$ cat config.mk
export PLATFORM = sky130hd
export DESIGN_NAME = freqcode_ramp_tx
export DESIGN_NICKNAME = d
export VERILOG_FILES = /design/src/rtl/freqcode_ramp_tx_pkg.sv /design/src/rtl/freqcode_ramp_tx_therm_encode.sv /design/src/rtl/freqcode_ramp_tx.sv
export SDC_FILE = /design/constraint.sdc
export NUM_CORES = 1
export LEC_CHECK = 0
export ABC_AREA = 1
export BUFFER_PORTS_ARGS = -buffer_cell sky130_fd_sc_hd__clkbuf_2
export CORE_ASPECT_RATIO = 1.2
export CORE_MARGIN = 3
export CORE_UTILIZATION = 40
export DETAILED_ROUTE_END_ITERATION = 16
export HOLD_SLACK_MARGIN = 0.06
export PLACE_DENSITY = 0.58
export SKIP_CTS_REPAIR_TIMING = 1
export SYNTH_ARGS = -nofsm -noshare
export SYNTH_HDL_FRONTEND = slang
export SYNTH_SLANG_ARGS = --single-unit
$ cat constraint.sdc
create_clock -name clk -period 2.51 [get_ports clk]
set_clock_uncertainty 0.15 [all_clocks]
set_input_delay 0.3765 -clock clk [delete_from_list [all_inputs] [get_ports clk]]
set_output_delay 0.3765 -clock clk [all_outputs]
set_load 0.02 [all_outputs]
$ cat src/rtl/freqcode_ramp_tx_pkg.sv
// Shared types and defaults for the thermometer frequency-code ramp generator
// and the rebound controller bench.
package freqcode_pkg;

    typedef enum logic [1:0] {IDLE, STEP, SETTLE} state_t;

    localparam int DEF_DWELL      = 4;
    localparam int DEF_SETTLE_CYC = 32;

    function automatic int cw_of(input int w);
        return $clog2(w + 1);
    endfunction

    // Width able to hold max(a,b)-1, never narrower than one bit.
    function automatic int ctr_w(input int a, input int b);
        int m;
        m = (a > b) ? a : b;
        return (m <= 1) ? 1 : $clog2(m);
    endfunction

endpackage

$ cat src/rtl/freqcode_ramp_tx_therm_encode.sv
// Count to LSB-filled thermometer code: q[i] = (i < count).
module therm_encode #(
    parameter int W  = 8,
    parameter int CW = $clog2(W + 1)
) (
    input  logic [CW-1:0] i_count,
    output logic [W-1:0]  o_q
);

    for (genvar i = 0; i < W; i++) begin : g_bit
        assign o_q[i] = (i_count > CW'(i));
    end

endmodule

$ cat src/rtl/freqcode_ramp_tx.sv
// Ramps the thermometer frequency word one bit per DWELL cycles toward a
// requested ones-count, holds for a settle window, then pulses done.
module freqcode_ramp_tx
    import freqcode_pkg::*;
#(
    parameter int  W          = 8,
    parameter int  DWELL      = DEF_DWELL,
    parameter int  SETTLE_CYC = DEF_SETTLE_CYC,
    localparam int CW         = cw_of(W)
) (
    input  logic          clk,
    input  logic          rstb,
    input  logic          tgt_valid,
    output logic          tgt_ready,
    input  logic [CW-1:0] tgt_count,
    input  logic          abort,
    output logic [W-1:0]  q,
    output logic [CW-1:0] cur_count,
    output logic          busy,
    output logic          done
);

    localparam int CTW = ctr_w(DWELL, SETTLE_CYC);

    state_t         r_state;
    logic [CTW-1:0] r_dwell;
    logic [CTW-1:0] r_settle;
    logic [CW-1:0]  r_tgt;
    logic [CW-1:0]  r_cnt;
    logic [W-1:0]   r_q;
    logic           r_ready;
    logic           r_busy;
    logic           r_done;

    logic [CW-1:0]  w_tgt_sat;
    logic           w_step;
    logic [CW-1:0]  w_cnt_nxt;
    logic [W-1:0]   w_q_nxt;

    assign w_tgt_sat = (tgt_count > CW'(W)) ? CW'(W) : tgt_count;

    // Abort suppresses a step that falls on the same edge.
    always_comb begin
        w_step    = (r_state == STEP) && !abort && (r_dwell == '0);
        w_cnt_nxt = r_cnt;
        if (w_step)
            w_cnt_nxt = (r_tgt > r_cnt) ? r_cnt + CW'(1) : r_cnt - CW'(1);
    end

    therm_encode #(.W(W), .CW(CW)) u_therm (
        .i_count (w_cnt_nxt),
        .o_q     (w_q_nxt)
    );

    always_ff @(posedge clk) begin
        if (rstb) begin
            r_state  <= IDLE;
            r_dwell  <= '0;
            r_settle <= '0;
            r_tgt    <= CW'(W);
            r_cnt    <= CW'(W);
            r_q      <= '1;
            r_ready  <= 1'b1;
            r_busy   <= 1'b0;
            r_done   <= 1'b0;
        end else begin
            r_done <= 1'b0;
            r_cnt  <= w_cnt_nxt;
            r_q    <= w_q_nxt;
            case (r_state)
                IDLE: begin
                    if (tgt_valid) begin
                        r_tgt   <= w_tgt_sat;
                        r_ready <= 1'b0;
                        r_busy  <= 1'b1;
                        if (w_tgt_sat == r_cnt) begin
                            r_state  <= SETTLE;
                            r_settle <= CTW'(SETTLE_CYC - 1);
                        end else begin
                            r_state <= STEP;
                            r_dwell <= CTW'(DWELL - 1);
                        end
                    end
                end
                STEP: begin
                    if (abort) begin
                        r_state <= IDLE;
                        r_ready <= 1'b1;
                        r_busy  <= 1'b0;
                    end else if (r_dwell == '0) begin
                        if (w_cnt_nxt == r_tgt) begin
                            r_state  <= SETTLE;
                            r_settle <= CTW'(SETTLE_CYC - 1);
                        end else begin
                            r_dwell <= CTW'(DWELL - 1);
                        end
                    end else begin
                        r_dwell <= r_dwell - CTW'(1);
                    end
                end
                SETTLE: begin
                    if (abort) begin
                        r_state <= IDLE;
                        r_ready <= 1'b1;
                        r_busy  <= 1'b0;
                    end else if (r_settle == '0) begin
                        r_state <= IDLE;
                        r_ready <= 1'b1;
                        r_busy  <= 1'b0;
                        r_done  <= 1'b1;
                    end else begin
                        r_settle <= r_settle - CTW'(1);
                    end
                end
                default: begin
                    r_state <= IDLE;
                    r_ready <= 1'b1;
                    r_busy  <= 1'b0;
                end
            endcase
        end
    end

    assign q         = r_q;
    assign cur_count = r_cnt;
    assign tgt_ready = r_ready;
    assign busy      = r_busy;
    assign done      = r_done;

endmodule

==> metrics.md <==
| Metric | Value |
|---|---|
| Fin crit period | 2.76 ns |
| Status | finished, violations left |
| Setup crit end kind | register |
| Chip height | 78.5 um |
| FP Rows | 25 |
| Vias per cell | 4.83 |
| Post-DRT Antenna Nets | 0 |
| Cell Area, Placed | 2130 um2 |
| Final hold slack | 0.147 ns |
| GRT busiest layer | met2 |
| Grt met1 use | 0.181 |
| Global routing usage on met2 | 0.295 |
| Global Route Usage Sum | 0.164 |
| Cell area after layout | 2410 um2 |
| Setup TNS | -2.79 ns |
| Distinct cell type count after synthesis | 34 |
| GP Congestion | 0.796 |
| CP Max Fanout | 4 |
| Worst skew pair latency | 0.28 ns |
| Max clock buf depth | 2 |
| Drt wl/cell | 11.7 um |
| Fraction of registers with async set/reset | 0 |
| RSZ-0062 raised after global routing | yes |
| Worst reg2reg setup slack | -0.25 ns |
| CP Launch Type | register |
| Synth Instances | 252 |
| Core Footprint | 4070 um2 |
| Die width | 66.4 um |
| Fmax achieved | 362 MHz |
| Port-buffer cells | 22 |
| Most common cell in the netlist | nand2_1 |
| Int Power | 1160 uW |
| PwrDens | 764 nW/um2 |
| Final setup margin | -0.249 ns |
| # setup viols final | 20 |
| ANT cells | 0 |
| Total congestion overflow | 0 |
| NetSw | 683 uW |
| Yosys top cell area share | 0.355 |
| DP Worst Slack | -0.267 ns |
| Share of cells above drive strength 1 | 0.386 |
| Flop pwr share | 0.327 |
| Synth Flop Type | dfxtp_1 |
| Worst min path class | input port to register |
| Initial DRC Count | 64 |
| Post-route DRC violation count | 0 |
| I/O pin total | 23 |
| CTS Buf Count | 5 |
| Comb power frac | 0.417 |
| Initial Util | 0.430 |
| Post-synth top cells | nand2_1, nor2_1, inv_1 |
| Fin nets | 320 |
| Slew Viols, Final | 0 |
| CTS tree | built |
| M3 GR Usage | 0.0358 |
| First-pass GRT wire length | 6.50 mm |
| Setup Crit Path Kind | register to register |
| Slew @ Worst Pin | 0.510 ns |
| Antenna violations before repair | 0 |
| Synth top area cells | dfxtp_1, nand2_1, nor2_1 |
| Syn_area_per_cell | 6.95 um2 |
| Leakage | 0.00115 uW |
| Synth Register Bits | 31 |
| WP data required | 2.54 ns |
| DIE AREA | 5210 um2 |
| Htree depth | 2 |
| Slew HR | 0.660 |
| Final WL | 4.19 mm |
| Finished Core Util | 0.593 |
| DR vias | 1723 |
| Area Growth Syn to Fin | 37.7% |
| Total clock sinks | 31 |
| Violated checks | setup timing |
| Largest net degree at the start of global routing | 17 |
| Syn_nets | 270 |
| Hold Violations, Final | 0 |
| Area leader, netlist | dfxtp_1 |
| VDD IR max | 0.335 mV |
| Sequential-to-total area share from yosys stat | 0.355 |
| CP arrival | 2.78 ns |
| 1st-pass router iterations | 4 |
| Number of global-route vias before repair | 1518 |
| Switching Fraction | 0.371 |
| Fin crit share | 1.10 |
| Area of the mapped netlist | 1750 um2 |
| Yosys warning count | 0 |
| HPWL after DPL | 3.05 mm |
| CTS root buf | clkbuf_8 |
| Clock power share | 0.256 |
| EDFF count, synth | 0 |
| Register clock-pin slew on the reported worst setup and hold paths | 0.07 ns |
| Max-cap check violation count | 0 |
[metal layers]
metal / up-vias / routed length (um) / share of wire
met3: 14 / 129 / 0.031
met1: 781 / 1730 / 0.41
met4: 0 / 115 / 0.027
met5: - / 0 / 0
li1: 899 / - / -
met2: 29 / 2210 / 0.53
[logic make-up (layout without fill, tap and decap cells)]
kind of cell,count (synthesis),in the layout,share of synthesized area
AND/OR/NAND/NOR,131,132,0.345
XOR/XNOR,7,7,0.0350
flip-flops,31,31,0.355
AO/OA/AOI/OAI,28,28,0.0886
buffers and inverters,45,95,0.101
adder cells (fa/ha/maj),10,10,0.0758
[layout by cell type, fill, tap and decap left out, types with 2 or more instances in the layout]
| master | instances |
|---|---|
| ha_1 | 4 |
| clkbuf_8 | 6 |
| nand3_4 | 2 |
| o21ai_0 | 7 |
| buf_4 | 23 |
| nor2_4 | 3 |
| xor2_1 | 6 |
| nor3_1 | 5 |
| o21ai_1 | 3 |
| a21oi_1 | 7 |
| inv_2 | 9 |
| nor4_1 | 2 |
| clkbuf_2 | 22 |
| nand2_2 | 15 |
| nor2_2 | 3 |
| nand2_4 | 3 |
| dfxtp_1 | 24 |
| inv_1 | 30 |
| nor2_1 | 35 |
| nand2_1 | 43 |
| dfxtp_4 | 3 |
| ha_4 | 5 |
| nand3_1 | 12 |
| dfxtp_2 | 4 |
| a21oi_2 | 5 |
| nand3_2 | 6 |
| inv_4 | 2 |
[per-stage QoR]
stage | cells | power, uW
finish | 357 | 1840
global route | 357 | 1980
CTS | 350 | 1720
detailed placement | 342 | 1240
global placement | 342 | 1230
floorplan | 252 | 1070
[power by group through the flow]
stage	registers [uW]	logic (uW)	clock network, uW
global route	611	858	509
CTS	599	629	489
floorplan	630	442	0
finish	601	768	471
detailed placement	610	627	0
global placement	609	623	0
[final cells by class]
type                       instances  area, um2
inverter                          41        159
tap                               54       67.6
multi-input combinational        177       1140
clock inverter                     1       5.00
fill                             391       1660
clock buffer                       7        108
timing repair buffer              46        294
sequential                        31        637
[flip-flops by register name, indices dropped and copies added (netlist names)]
name	flops
q	8
done	1
r_tgt	4
cur_count	4
busy	1
r_state	2
r_settle	5
tgt_ready	1
r_dwell	5
[worst max-delay path: stages, from the launching register on]
cell,delay [ns]
dfxtp_4,0.37
inv_4,0.04
ha_4,0.26
nand2_2,0.05
inv_2,0.07
nand2_2,0.06
nand2_2,0.08
nand2_4,0.08
inv_2,0.07
fa_2,0.44
inv_2,0.06
nand2_1,0.06
nand2_1,0.09
nand2_1,0.06
nand2_1,0.09
nand2_2,0.07
nor2_4,0.12
nand3_2,0.10
nand2_2,0.13
inv_2,0.06
nor2_1,0.10
nor2_1,0.05
[worst paths after layout]
kind,start,endpoint,depth (start not counted)
worst min-delay path,abort,done,2
worst max register to register,cur_count[3],r_dwell[2],21
worst max-delay path,cur_count[3],r_dwell[2],21
worst min register to register,tgt_ready,tgt_ready,2
(Power assumes the default switching activity.)
